### src/rtl/ps2_kbd_rx.sv
// PS/2 keyboard receiver: pin conditioning, 11-bit frame deserialiser with
// parity/stop/timeout checks, E0/F0 prefix folding and a show-ahead event FIFO.
module ps2_kbd_rx #(
  parameter int FILTER_LEN = 8,
  parameter int TIMEOUT    = 56000,
  parameter int FIFO_AW    = 3
) (
  input  logic       clk_sys,
  input  logic       reset_n,
  input  logic       ps2_kbd_clk,
  input  logic       ps2_kbd_data,
  input  logic       rd,
  output logic       valid,
  output logic [7:0] code,
  output logic       release_btn,
  output logic       extended,
  output logic       parity_err,
  output logic       frame_err,
  output logic       overflow
);

  localparam int                 DEPTH    = 1 << FIFO_AW;
  localparam logic [7:0]         FILT_MAX = 8'(FILTER_LEN - 1);
  localparam logic [16:0]        TMO_MAX  = 17'(TIMEOUT);
  localparam logic [FIFO_AW:0]   FULL_CNT = (FIFO_AW + 1)'(DEPTH);

  typedef enum logic [1:0] {IDLE, DATA, PARITY, STOP} state_t;

  logic       clk_p0, clk_p1, data_p0, data_p1;
  logic [7:0] filt_cnt;
  logic       filt_clk, filt_prev, fall;

  // Stage 0/1: pin synchronisers, then clock glitch filter
  always_ff @(posedge clk_sys or negedge reset_n) begin
    if (!reset_n) begin
      clk_p0    <= 1'b1;
      clk_p1    <= 1'b1;
      data_p0   <= 1'b1;
      data_p1   <= 1'b1;
      filt_cnt  <= '0;
      filt_clk  <= 1'b1;
      filt_prev <= 1'b1;
    end else begin
      clk_p0    <= ps2_kbd_clk;
      clk_p1    <= clk_p0;
      data_p0   <= ps2_kbd_data;
      data_p1   <= data_p0;
      filt_prev <= filt_clk;
      if (clk_p1 == filt_clk) begin
        filt_cnt <= '0;
      end else if (filt_cnt == FILT_MAX) begin
        filt_clk <= clk_p1;
        filt_cnt <= '0;
      end else begin
        filt_cnt <= filt_cnt + 8'd1;
      end
    end
  end

  assign fall = filt_prev & ~filt_clk;

  state_t      state, state_next;
  logic [2:0]  bit_cnt;
  logic [7:0]  shift;
  logic        par_bit;
  logic [16:0] tmo_cnt;
  logic        timeout, accept, bad_par, bad_stop;

  assign timeout = (state != IDLE) && (tmo_cnt == TMO_MAX);

  // Stage 2: frame FSM, evaluated on filtered falling edges
  always_comb begin
    state_next = state;
    accept     = 1'b0;
    bad_par    = 1'b0;
    bad_stop   = 1'b0;
    if (timeout) begin
      state_next = IDLE;
    end else if (fall) begin
      case (state)
        IDLE:    if (!data_p1) state_next = DATA;
        DATA:    if (bit_cnt == 3'd7) state_next = PARITY;
        PARITY:  state_next = STOP;
        STOP: begin
          state_next = IDLE;
          if (^{shift, par_bit} == 1'b0) bad_par  = 1'b1;
          else if (!data_p1)             bad_stop = 1'b1;
          else                           accept   = 1'b1;
        end
        default: state_next = IDLE;
      endcase
    end
  end

  always_ff @(posedge clk_sys or negedge reset_n) begin
    if (!reset_n) begin
      state   <= IDLE;
      bit_cnt <= '0;
      tmo_cnt <= '0;
    end else begin
      state <= state_next;
      if (state == IDLE || fall) tmo_cnt <= '0;
      else                       tmo_cnt <= tmo_cnt + 17'd1;
      if (fall) begin
        if (state == IDLE)      bit_cnt <= '0;
        else if (state == DATA) bit_cnt <= bit_cnt + 3'd1;
      end
    end
  end

  always_ff @(posedge clk_sys) begin
    if (fall && state == DATA)   shift   <= {data_p1, shift[7:1]};
    if (fall && state == PARITY) par_bit <= data_p1;
  end

  logic ext_pend, rel_pend, push;

  assign push = accept && (shift != 8'hE0) && (shift != 8'hF0);

  // Stage 3: prefix folding and error pulses
  always_ff @(posedge clk_sys or negedge reset_n) begin
    if (!reset_n) begin
      ext_pend   <= 1'b0;
      rel_pend   <= 1'b0;
      parity_err <= 1'b0;
      frame_err  <= 1'b0;
    end else begin
      parity_err <= bad_par;
      frame_err  <= bad_stop | timeout;
      if (bad_par || bad_stop || timeout) begin
        ext_pend <= 1'b0;
        rel_pend <= 1'b0;
      end else if (accept) begin
        if (shift == 8'hE0) begin
          ext_pend <= 1'b1;
        end else if (shift == 8'hF0) begin
          rel_pend <= 1'b1;
        end else begin
          ext_pend <= 1'b0;
          rel_pend <= 1'b0;
        end
      end
    end
  end

  logic [9:0]         mem [DEPTH];
  logic [FIFO_AW-1:0] wr_ptr, rd_ptr;
  logic [FIFO_AW:0]   count;
  logic               pop, full, wr_en;

  assign valid = (count != '0);
  assign pop   = rd && valid;
  assign full  = (count == FULL_CNT);
  assign wr_en = push && (!full || pop);

  // Stage 4: show-ahead event FIFO
  always_ff @(posedge clk_sys) begin
    if (wr_en) mem[wr_ptr] <= {ext_pend, rel_pend, shift};
  end

  always_ff @(posedge clk_sys or negedge reset_n) begin
    if (!reset_n) begin
      wr_ptr   <= '0;
      rd_ptr   <= '0;
      count    <= '0;
      overflow <= 1'b0;
    end else begin
      if (wr_en) wr_ptr <= wr_ptr + FIFO_AW'(1);
      if (pop)   rd_ptr <= rd_ptr + FIFO_AW'(1);
      case ({wr_en, pop})
        2'b10:   count <= count + (FIFO_AW + 1)'(1);
        2'b01:   count <= count - (FIFO_AW + 1)'(1);
        default: count <= count;
      endcase
      if (push && full && !pop) overflow <= 1'b1;
    end
  end

  // Empty FIFO presents zeros so the head outputs are defined out of reset
  assign {extended, release_btn, code} = valid ? mem[rd_ptr] : 10'd0;

endmodule
### config.mk
export PLATFORM = sky130hd
export DESIGN_NAME = ps2_kbd_rx
export DESIGN_NICKNAME = d
export VERILOG_FILES = /design/src/rtl/ps2_kbd_rx.sv
export SDC_FILE = /design/constraint.sdc
export NUM_CORES = 1
export LEC_CHECK = 0
export BUFFER_PORTS_ARGS = -buffer_cell sky130_fd_sc_hd__buf_2
export CAP_MARGIN = 20
export CORE_ASPECT_RATIO = 1.25
export CORE_MARGIN = 4
export CORE_UTILIZATION = 30
export CTS_CLUSTER_DIAMETER = 30
export DETAILED_ROUTE_END_ITERATION = 10
export SETUP_SLACK_MARGIN = 0.2
export SLEW_MARGIN = 25
export SYNTH_ARGS = -nofsm -noshare
export SYNTH_HDL_FRONTEND = slang
export SYNTH_SLANG_ARGS = --single-unit
### constraint.sdc
create_clock -name clk_sys -period 9 [get_ports clk_sys]
set_clock_uncertainty 0.1 [all_clocks]
set_input_delay 2.25 -clock clk_sys [delete_from_list [all_inputs] [get_ports clk_sys]]
set_output_delay 2.25 -clock clk_sys [all_outputs]
set_load 0.005 [all_outputs]
==> flow_summary.yaml <==
status:
  outcome: "finished clean"
synth:
  seq_area_frac_synth: 0.6712
  yosysUniqueCellTypes: 49
  ys_warn_count: 0
  synth_nets: 399
  yosys.area.top_type_share: 0.4534
  synth.avg_cell_area_um2: 15.43
  synth-edff-count: 89
  synth.area.top_cells: "edfxtp_1, dfrtp_1, mux4_2, nor2_1, xor2_1"
  synthArstFlopShare: 0.3643
  synth_cells: 382
  yosysTopAreaCell: "edfxtp_1"
  synth_flop_cell: "edfxtp_1"
  syn-cell-area_um2: 5894
  ys_seq_elements: 140
sta:
  rsz0062_at_grt: "no"
  fin_crit_ns: 4.534
  fin_crit_sh: 0.5037
  drv_slew: 0
  tightest_slew_ns: 1.017
  setup-violations-final: 0
  fin_tns_setup_ns: 0
  hold_viol: 0
  clock.fmax_mhz: 220.6
  max-slew-margin-rel: 0.3219
floorplanning:
  fp-row-count: 57
  pin_count: 19
  core-area_um2: 19400
  die_h_um: 164.7
  die_w_um: 133.4
  die_area_um2: 21970
  initial_core_util: 0.3039
placed_design:
  dpl_cell_area_um2: 6347
  portBuffers: 18
  gp_congestion: 0.7276
  dp_hpwl_um: 6963
  place_inst: 664
routing:
  ant_nets: 0
  drc_errors: 0
  routedWlPerCell_um: 14.81
  drt-initial-drc-count: 160
  viasPerCell: 4.401
  firstDrtPassIters: 4
  routed_wl_um: 10310
  routed-via-count: 3063
setup_path:
  max_stage_delay_ns: 1.01
  critical_path_depth: 4
  path_class: "register to output port"
  path_cells: "mux4_2 > mux2i_1 > nor2_1 > buf_2"
  worstRegToRegCells: 6
  critical_path.top_delay_family: "flip-flops"
  worstSetupEndpointType: "output port"
  critPathBufInv: 1
  crit_path_max_fanout: 22
  crit_path_top_delay_cell: "dfrtp_1"
  start_kind: "register"
  critPathArrivalTime_ns: 2.18
  cp.required_ns: 6.65
  reg2reg_slack_ns: 5.62
power:
  ir_worst_vdd_uv: 127.3
  p_per_area_nw_per_um2: 270.4
  totalPowerFinal_w: 0.001872
  leakage_nw: 2.655
final_layout:
  fillers: 1865
  areaGrowthSynthToFinish_pct: 17.43
  fin_cells: 696
  layout_common_cells: "edfxtp_1, nor2_1, dfrtp_1, nand2_1, mux4_2"
  final_common_cell: "edfxtp_1"
  antenna_cells: 0
  layout.nets: 435
  fin_area_um2: 6922
  drive_gt1_frac: 0.2251
clock_tree:
  clk_path_buf_depth: 2
  cts_setup_buffers: 0
  cts_resized: 0
  hold_buffers: 0
  numCtsBuffers: 17
  cts.clk_slew.worst_paths_ns: 0.06
  clock-sinks: 140
  clockRootBuffer: "clkbuf_16"
  h-tree-depth: 4
  cts_tree: "done"
  clk_latency_ns: 0.41
global_routing:
  track_usage: 0.1010
  grt_max_degree: 52
  grt_pass1_vias: 3327
  grt-ovfl-total: 0
  grt_pass1_wl_um: 17190
  antenna_found_initial: 0
flow_run:
  drv_cap: 0
min_path:
  hold_path_depth: 0
  hold_path_class: "register to register"
[per-stage QoR]
step	worst slack (ns)	hold WS, ns	util
2_1_floorplan	4.628	0.2452	-
3_3_place_gp	4.710	0.2469	0.3272
3_5_place_dp	4.654	0.2470	0.3272
4_1_cts	4.427	0.2587	0.3568
5_1_grt	4.339	0.2581	0.3568
6_report	4.466	0.2525	0.3568
[layout make-up]
| type | instances | area (um^2) | area share |
|---|---|---|---|
| inverters | 11 | 41.29 | 0.005965 |
| multi-input cells | 220 | 1853 | 0.2677 |
| repair buffers | 28 | 165.2 | 0.02386 |
| well taps | 265 | 331.6 | 0.04790 |
| clock buffers | 19 | 432.9 | 0.06255 |
| clock inverters | 13 | 141.4 | 0.02043 |
| flip-flops and latches | 140 | 3956 | 0.5716 |
[worst paths after layout]
kind / from / to
worst max-delay path: rd_ptr[1]$_DFFE_PN0P_ / code[1]
worst min-delay path: clk_p0$_DFF_PN1_ / clk_p1$_DFF_PN1_
worst max register to register: shift[4]$_DFFE_PP_ / mem[7][1]$_DFFE_PP_
worst min register to register: clk_p0$_DFF_PN1_ / clk_p1$_DFF_PN1_
max in group asynchronous: reset_n / bit_cnt[2]$_DFFE_PN0P_
min in group asynchronous: reset_n / rd_ptr[2]$_DFFE_PN0P_
[routing by layer]
| metal | track usage | up-vias | wire length (um) |
|---|---|---|---|
| met1 | 0.1123 | 1540 | 4341 |
| met3 | 0.02834 | 8 | 282 |
| met4 | 0.03929 | 0 | 112 |
| li1 | - | 1481 | - |
| met2 | 0.1835 | 34 | 5568 |
| met5 | 0 | - | 0 |
[cells by family (layout without fill, tap and decap cells)]
| family | after synthesis | count (layout) | share of synthesized area |
|---|---|---|---|
| xor+xnor | 37 | 37 | 0.05880 |
| simple gates | 122 | 122 | 0.1036 |
| mux | 35 | 35 | 0.1034 |
| fa+ha+maj | 12 | 12 | 0.02547 |
| compound gates | 14 | 14 | 0.02102 |
| buf+inv | 22 | 71 | 0.01656 |
| flops | 140 | 140 | 0.6712 |
[where the power goes]
part / internal (W) / switching (W)
Sequential: 0.000735 / 0.0000799
Combinational: 0.000203 / 0.000181
Clock: 0.000409 / 0.000263
[cell usage after synthesis (2+ instances only)]
library cell and n:
dfrtp_1 45, nor4_1 4, xnor2_1 16, nand2_1 23, and3_1 9, a22o_1 3
mux2_2 2, nor3_1 5, ha_1 12, buf_2 3, dfstp_2 6, edfxtp_1 89
nor2_1 47, xor2_1 19, nand4b_1 2, nand3_1 12, o21ai_0 3, and2_1 2
mux2i_1 11, mux4_2 20, nand4_1 2, nor3b_1 5, clkbuf_1 6, inv_1 11
[sequential cells by signal, summed over array words and instances, names as in the netlist, 2 cells and up]
name / cells
mem: 80
count: 4
rd_ptr: 3
wr_ptr: 3
shift: 8
bit_cnt: 3
state: 2
tmo_cnt: 17
filt_cnt: 8
No activity file was read; power rests on OpenSTA's default activity.
